[config.mk]
export PLATFORM = sky130hd
export DESIGN_NAME = rst_seq_gen
export DESIGN_NICKNAME = d
export VERILOG_FILES = /design/src/rtl/rst_seq_gen.sv
export SDC_FILE = /design/constraint.sdc
export NUM_CORES = 1
export LEC_CHECK = 0
export CAP_MARGIN = 0
export CELL_PAD_IN_SITES_DETAIL_PLACEMENT = 1
export CELL_PAD_IN_SITES_GLOBAL_PLACEMENT = 2
export CORE_UTILIZATION = 39
export DETAILED_ROUTE_END_ITERATION = 6
export GPL_TIMING_DRIVEN = 1
export PLACE_DENSITY_LB_ADDON = 0.2
export SYNTH_ARGS = -nofsm -noshare
export SYNTH_HDL_FRONTEND = slang
export SYNTH_SLANG_ARGS = --single-unit
[constraint.sdc]
create_clock -name clk_i -period 2.38 [get_ports clk_i]
set_clock_uncertainty 0.1 [all_clocks]
set_input_delay 0.476 -clock clk_i [delete_from_list [all_inputs] [get_ports clk_i]]
set_output_delay 0.476 -clock clk_i [all_outputs]
set_load 0.02 [all_outputs]
[src/rtl/rst_seq_gen.sv]
// rst_seq_gen: staged reset sequencer driven by a filtered PLL lock.
// lock_i is synchronised and filtered for glitches. Once lock is stable, the
// block releases NUM_CH active-low resets in index order, DLY_STEP cycles apart.
// Sticky channels keep their released state when lock is lost.
// sw_rst_i forces a full re-sequence, and it also clears sticky channels.

module rst_seq_gen #(
  parameter int                NUM_CH      = 3,
  parameter int                CNT_W       = 16,
  parameter int                LOCK_FILT   = 8,
  parameter int                DLY_STEP    = 16,
  parameter int                LOSS_FILT   = 4,
  parameter logic [NUM_CH-1:0] STICKY_MASK = 3'b001
) (
  input  logic              clk_i,
  input  logic              rst_i,
  input  logic              lock_i,
  input  logic              sw_rst_i,
  output logic [NUM_CH-1:0] rst_n_o,
  output logic              done_o,
  output logic              lock_lost_o,
  output logic [1:0]        state_o
);

  localparam int IDX_W = (NUM_CH > 1) ? $clog2(NUM_CH) : 1;

  localparam logic [CNT_W-1:0] LOCK_LAST = CNT_W'(LOCK_FILT - 1);
  localparam logic [CNT_W-1:0] STEP_LAST = CNT_W'(DLY_STEP - 1);
  localparam logic [CNT_W-1:0] LOSS_LAST = CNT_W'(LOSS_FILT - 1);
  localparam logic [IDX_W-1:0] IDX_LAST  = IDX_W'(NUM_CH - 1);

  typedef enum logic [1:0] {
    ST_WAIT_LOCK = 2'b00,
    ST_FILTER    = 2'b01,
    ST_RELEASE   = 2'b10,
    ST_RUN       = 2'b11
  } state_t;

  // Registered state
  logic              r_sync1;
  logic              r_sync2;
  state_t            r_state;
  logic [CNT_W-1:0]  r_cnt;
  logic [CNT_W-1:0]  r_losscnt;
  logic [IDX_W-1:0]  r_idx;
  logic [NUM_CH-1:0] r_rst_n;
  logic              r_done;
  logic              r_lost;

  // Next-state values
  state_t            w_state_nxt;
  logic [CNT_W-1:0]  w_cnt_nxt;
  logic [CNT_W-1:0]  w_losscnt_nxt;
  logic [IDX_W-1:0]  w_idx_nxt;
  logic [NUM_CH-1:0] w_rst_n_nxt;
  logic              w_done_nxt;
  logic              w_lost_nxt;
  logic              w_loss_evt;
  logic              w_lock_s;

  assign w_lock_s = r_sync2;

  // Two-flop synchroniser that brings the asynchronous lock_i into clk_i
  always_ff @(posedge clk_i or posedge rst_i) begin
    if (rst_i) begin
      r_sync1 <= 1'b0;
      r_sync2 <= 1'b0;
    end else begin
      r_sync1 <= lock_i;
      r_sync2 <= r_sync1;
    end
  end

  // State, counter and output registers
  always_ff @(posedge clk_i or posedge rst_i) begin
    if (rst_i) begin
      r_state   <= ST_WAIT_LOCK;
      r_cnt     <= {CNT_W{1'b0}};
      r_losscnt <= {CNT_W{1'b0}};
      r_idx     <= {IDX_W{1'b0}};
      r_rst_n   <= {NUM_CH{1'b0}};
      r_done    <= 1'b0;
      r_lost    <= 1'b0;
    end else begin
      r_state   <= w_state_nxt;
      r_cnt     <= w_cnt_nxt;
      r_losscnt <= w_losscnt_nxt;
      r_idx     <= w_idx_nxt;
      r_rst_n   <= w_rst_n_nxt;
      r_done    <= w_done_nxt;
      r_lost    <= w_lost_nxt;
    end
  end

  // Next-state logic: priority is sw_rst_i, then lock loss, then normal sequencing
  always_comb begin
    w_state_nxt   = r_state;
    w_cnt_nxt     = r_cnt;
    w_losscnt_nxt = {CNT_W{1'b0}};
    w_idx_nxt     = r_idx;
    w_rst_n_nxt   = r_rst_n;
    w_done_nxt    = r_done;
    w_lost_nxt    = r_lost;
    w_loss_evt    = 1'b0;

    // Loss is only watched once the channels start to release.
    // The last of LOSS_FILT consecutive low samples raises the loss event.
    if ((r_state == ST_RELEASE) || (r_state == ST_RUN)) begin
      if (!w_lock_s) begin
        if (r_losscnt == LOSS_LAST) begin
          w_loss_evt = 1'b1;
        end else begin
          w_losscnt_nxt = r_losscnt + CNT_W'(1);
        end
      end else begin
        w_losscnt_nxt = {CNT_W{1'b0}};
      end
    end else begin
      w_losscnt_nxt = {CNT_W{1'b0}};
    end

    if (sw_rst_i) begin
      w_state_nxt   = ST_WAIT_LOCK;
      w_cnt_nxt     = {CNT_W{1'b0}};
      w_losscnt_nxt = {CNT_W{1'b0}};
      w_idx_nxt     = {IDX_W{1'b0}};
      w_rst_n_nxt   = {NUM_CH{1'b0}};
      w_done_nxt    = 1'b0;
      w_lost_nxt    = 1'b0;
    end else if (w_loss_evt) begin
      // Loss takes precedence over a release scheduled on the same edge.
      w_state_nxt   = ST_WAIT_LOCK;
      w_cnt_nxt     = {CNT_W{1'b0}};
      w_losscnt_nxt = {CNT_W{1'b0}};
      w_idx_nxt     = {IDX_W{1'b0}};
      w_rst_n_nxt   = r_rst_n & STICKY_MASK;
      w_done_nxt    = 1'b0;
      w_lost_nxt    = 1'b1;
    end else begin
      case (r_state)
        ST_WAIT_LOCK: begin
          if (w_lock_s) begin
            w_state_nxt = ST_FILTER;
            w_cnt_nxt   = {CNT_W{1'b0}};
          end else begin
            w_state_nxt = ST_WAIT_LOCK;
          end
        end
        ST_FILTER: begin
          if (!w_lock_s) begin
            w_state_nxt = ST_WAIT_LOCK;
            w_cnt_nxt   = {CNT_W{1'b0}};
          end else if (r_cnt == LOCK_LAST) begin
            w_state_nxt = ST_RELEASE;
            w_cnt_nxt   = {CNT_W{1'b0}};
            w_idx_nxt   = {IDX_W{1'b0}};
          end else begin
            w_cnt_nxt   = r_cnt + CNT_W'(1);
          end
        end
        ST_RELEASE: begin
          if (r_cnt == STEP_LAST) begin
            // A sticky channel that is already released is simply set again.
            // Its slot still takes the full DLY_STEP delay.
            w_rst_n_nxt[r_idx] = 1'b1;
            w_cnt_nxt          = {CNT_W{1'b0}};
            if (r_idx == IDX_LAST) begin
              w_state_nxt = ST_RUN;
              w_done_nxt  = 1'b1;
            end else begin
              w_idx_nxt   = r_idx + IDX_W'(1);
            end
          end else begin
            w_cnt_nxt = r_cnt + CNT_W'(1);
          end
        end
        ST_RUN: begin
          w_state_nxt = ST_RUN;
        end
        default: begin
          w_state_nxt = ST_WAIT_LOCK;
          w_cnt_nxt   = {CNT_W{1'b0}};
          w_idx_nxt   = {IDX_W{1'b0}};
          w_rst_n_nxt = {NUM_CH{1'b0}};
          w_done_nxt  = 1'b0;
        end
      endcase
    end
  end

  assign rst_n_o     = r_rst_n;
  assign done_o      = r_done;
  assign lock_lost_o = r_lost;
  assign state_o     = r_state;

endmodule

---- Word-level counts from Yosys, hierarchy flattened ----
Index checks and enable logic that the tools add are counted.
storage, ports and cells
  flip-flop bits (word level) ............. 43
  latch bits .............................. 0
  RAM bits ................................ 0
  memory bits (read-only) ................. 0
  input bits .............................. 4
  output and inout bits ................... 7
  logic and storage cells ................. 91
  memories ................................ 0
cells by class
  $add $sub $neg .......................... 3
  multiply operators ...................... 0
  divide/modulo/power cells ............... 0
  order comparisons ....................... 2
  eq/ne operators ......................... 15
  shift-type cells ........................ 0
  mux-type cells .......................... 43
  bitwise logic cells ..................... 1
  reduce and logical (&&, ||, !) cells .... 17
operators with widths
  cell                     number
  $mux W16                 11
  $pmux W16 S3             1
  $add A16 B1 Y16 const B  2
  $mux W2                  12
  $eq A16 B2 Y1 const B    1
  $eq A16 B3 Y1 const B    1
  $eq A16 B4 Y1 const B    1
  $ne A4 B4 Y1 const B     4
  $mux W1                  12
  $mux W3                  4
  $reduce_and A3 Y1        3
  $reduce_bool A3 Y1       3
  $ne A4 B3 Y1 const B     2
  $pmux W2 S4              1
  $eq A2 B2 Y1 const B     3
  $reduce_bool A2 Y1       3
  $ne A5 B5 Y1 const B     1
  $reduce_and A5 Y1        1
  $reduce_bool A5 Y1       1
  $pmux W2 S2              1
  $reduce_and A2 Y1        2
  $reduce_bool A4 Y1       1
  $lt A2 B3 Y1 const B     1
  $or A3 B3 Y3             1
  8 further kinds          8

---- Logic depth before layout (Yosys ltp) ----
  word-level depth ........................ 9
  mapped depth ............................ 8
  mapped depth without buffers ............ 7

---- Least setup slack after synthesis ----
No wires, ideal clock.
  path kind ............................... register -> register
  start point ............................. reg r_state[0] (netlist: state_o[0])
  end point ............................... reg r_cnt[6]
  setup time .............................. 0.084 ns
  data arrival time ....................... 2.069 ns
  data required time ...................... 2.196 ns
  setup slack ............................. 0.127 ns
  stages on the path, launching flop included .. 8
  buffers on the path ..................... 1
  period minus slack after synthesis ...... 2.253 ns
  cells stage by stage .................... dfrtp_1 inv_1 ha_1 or3_1 a221oi_4 buf_2 a31oi_1 o22ai_1
between the ends
  word-level cells in the longest chain between the ends .. 5
  elaborated cells on any way between the ends .. 12
  classes of those cells .................. eq/ne: 4; mux: 4; reduce/logical: 4
ends and longest elaborated chain
  element                                                         line      RTL
  start: declaration                                              42        state_t r_state;
  start signal: assignment                                        85        r_state <= w_state_nxt;
  $eq A2 B2 Y1, on equally long branches                          108, 140
  $logic_or A1 B1 Y1                                              108       if ((r_state == ST_RELEASE) || (r_state == ST_RUN)) begin
  $mux W1                                                         108
  $ne A4 B4 Y1 (no source line), or another cell as far along     --
  $reduce_and A2 Y1 (no source line) or $mux W16 (tied branches)  --
  end signal: assignment                                          78        r_cnt <= {CNT_W{1'b0}};
  end signal: assignment                                          86        r_cnt <= w_cnt_nxt;
  end: declaration                                                43        logic [CNT_W-1:0] r_cnt;
Several ways; a longest one is shown, not always the timed one.
A chain may end at the register's enable or synchronous reset.

---- Worst setup path after layout ----
Ends and elaborated chain as after synthesis.

==> summary.md <==
| Metric | Value |
|---|---|
| Status | complete, no violations |
| # DRC | 0 |
| CTS H-Tree Depth | 2 |
| Worst-skew pair later-pin latency | 0.30 ns |
| Overall power | 1.47 mW |
| Post-Synthesis Cells | 274 |
| Mapped Nets | 289 |
| Setup TNS | 0 ns |
| Pre-CTS setup slack | 0.0703 ns |
| RSZ-0062 raised after global routing | false |
| Type of destination of the critical path | register |
| P&R area growth vs syn | 17.1% |
| Slew at the pin closest to its max-slew limit | 0.571 ns |
| VDD IR-drop max | 0.000269 V |
| Critical path launch point | state_o[0] |
| Final setup margin | 0.158 ns |
| Root buffer cell | clkbuf_8 |
| Tcrit/Tclk final | 93.4% |
| Final setup violation count | 0 |
| Xor and xnor fraction of the mapped netlist area | 4.45% |
| Mux cell area share after synthesis | 2.00% |
| Core Region | 6350 µm² |
| R2R depth | 6 |
| Final Hold Slack | 0.286 ns |
| Largest area contributor in the synthesized netlist | dfrtp_1 |
| WP data required | 2.46 ns |
| Yosys reg bits | 43 |
| Worst Path Arrival | 2.31 ns |
| Placed cells | 375 |
| Register area share after synthesis | 42.0% |
| Largest family of logic cells by synthesized area | simple AND/OR/NAND/NOR gates |
| Largest net degree at the start of global routing | 26 |
| FMAX | 0.450 GHz |
| Power density over the cells | 491 nW/µm² |
| Cell Area, Synth | 2560 µm² |
| Post-synth top area share | 42.0% |
| WL/cell | 16.8 µm |
| CTS Hold Bufs | 0 |
| 1st-pass router iterations | 4 |
| ANT cells | 0 |
| Synthesized area per cell | 9.35 µm² |
| Synth unique cells | 50 |
| Critical Path Start Type | register |
| DP Area | 2870 µm² |
| Max cap viols | 0 |
| Leakage power | 1.17 nW |
| Number of global-route vias before repair | 2310 |
| Main synth FF type | dfrtp_1 |
| Crit path to | r_cnt[6] |
| Clock Tree Buf Depth | 2 |
| Detailed placer's ending HPWL | 4750 µm |
| Post-CTS Setup Inserts | 0 |
| # IOs | 11 |
| Reg2reg setup slack | 0.16 ns |
| Total grt overflow | 0 |
| Layout fillers | 741 |
| Worst flop-to-flop path startpoint | state_o[0] |
| Hold Crit Class | register to register |
| Final Cell Area | 3000 µm² |
| Routed vias | 2160 |
| Count leader, synth | dfrtp_1 |
| Reg clk slew, reported paths | 0.09 ns |
| DRT Wirelength | 6420 µm |
| Initial Utilization | 40.3% |
| Iter 0 DRT Violations | 110 |
| Synth top area cells | dfrtp_1 42%, ha_1 5.4%, nand3_1 4.3%, nor2_1 4.1%, a31oi_1 3.2% |
| Row count | 29 |
| Clock sink count | 43 |
| Routed vias/inst | 5.64 |
| Post-layout min period | 2.22 ns |
| Finished Core Util | 47.2% |
| Post-synthesis adder-cell area fraction | 5.37% |
| Die W | 83.0 µm |
| First-pass GRT wire length | 11400 µm |
| Synth cell count leaders | 43 x dfrtp_1, 28 x nor2_1, 22 x nand3_1, 21 x inv_1, 17 x nand2_1 |
| Worst r2r dst | r_cnt[6] |
| Port bufs | 10 |
| Fin nets | 320 |
| Post-Synth Simple-Gate Area | 26.3% |
| Post-synth ARST share | 100% |
| WS Path Type | register to register |
| Relative slew slack | 61.6% |
| Die height | 83.0 µm |
| Placer Congestion | 0.804 |
| Post-synth EDFFs | 0 |
| Final ANT Viol Nets | 0 |
| Fin. Hold Viols | 0 |
| Final Slew Violations | 0 |
| Total GRT Usage | 20.5% |
| Proportion of layout cells with a drive suffix above 1 | 15.0% |
| Total CTS buffers | 5 |
| Die footprint | 6900 µm² |
| Critical path peak fanout | 9 |
| Antenna violations before repair | 0 |
| Non-filler instance count after layout | 383 |
| TritonCTS clock tree | yes |
| Yosys warning count | 0 |
| Compound-gate portion of the synthesized area | 13.2% |
[kinds of logic (layout without fill, tap and decap cells)]
| family | Yosys count | after routing |
|---|---|---|
| adders and majority gates | 11 | 11 |
| and+or+nand+nor | 120 | 120 |
| DFF | 43 | 43 |
| xor gates and xnor gates | 13 | 13 |
| buffers and inverters | 32 | 64 |
| muxes | 5 | 5 |
| AOI/OAI and AO/OA | 50 | 50 |
[how the worst min path moves through the flow]
stage                     startpoint  endpoint  cells past startpoint
after CTS                    r_sync1   r_sync2                      0
after floorplan              r_sync1   r_sync2                      0
after global placement       r_sync1   r_sync2                      0
after global routing         r_sync1   r_sync2                      0
final                        r_sync1   r_sync2                      0
after detailed placement     r_sync1   r_sync2                      0
[what timing repair did]
item	CTS	global route
endpoints found under the hold margin	0	0
setup endpoints to repair	0	10
gates resized for setup	0	3
[state kept, by name, summed over array words and instances, names as in the netlist]
| register | cells |
|---|---|
| r_idx | 2 |
| r_cnt | 16 |
| done_o | 1 |
| state_o | 2 |
| r_losscnt | 16 |
| rst_n_o | 3 |
| lock_lost_o | 1 |
| r_sync1 | 1 |
| r_sync2 | 1 |
[power breakdown]
part	leakage [nW]	internal (mW)	switching, mW
Sequential	0.596	0.733	0.00307
Clock	0.0612	0.340	0.271
Combinational	0.511	0.0494	0.0753
[layout make-up]
| class | count | area [µm²] | area share (%) |
|---|---|---|---|
| multi-input cells | 199 | 1330 | 44.3 |
| flip-flops and latches | 43 | 1080 | 35.9 |
| repair buffers | 35 | 300 | 10.0 |
| well taps | 77 | 96.3 | 3.21 |
| clock buffers | 6 | 82.6 | 2.75 |
| inverters | 21 | 78.8 | 2.63 |
| clock inverters | 2 | 35.0 | 1.17 |
[cell usage in the layout (no fill, tap or decap), types with 10 or more instances in the layout]
cell and instances:
nand2_1 17, a31oi_1 13, nand4_1 12, buf_4 24, inv_1 20, dfrtp_1 43, clkdlybuf4s50_1 10, nor2_1 28
nand3_1 22, ha_1 11
[critical path: stages, from the launching register on]
cell     delay [ns]
dfrtp_1        0.43
inv_1          0.11
ha_1           0.24
or3_1          0.44
a221o_2        0.53
nand3_4        0.16
o22ai_1        0.09
[per-layer routing]
layer  GRT usage, %  vias to the layer above  share of wire [%]
met4           7.21                        0                1.1
met1           27.4                     1081                 49
met5              0                        -                  0
met2           33.8                       24                 47
met3           2.98                        5                2.1
li1               -                     1050                  -
(Power assumes the default switching activity.)
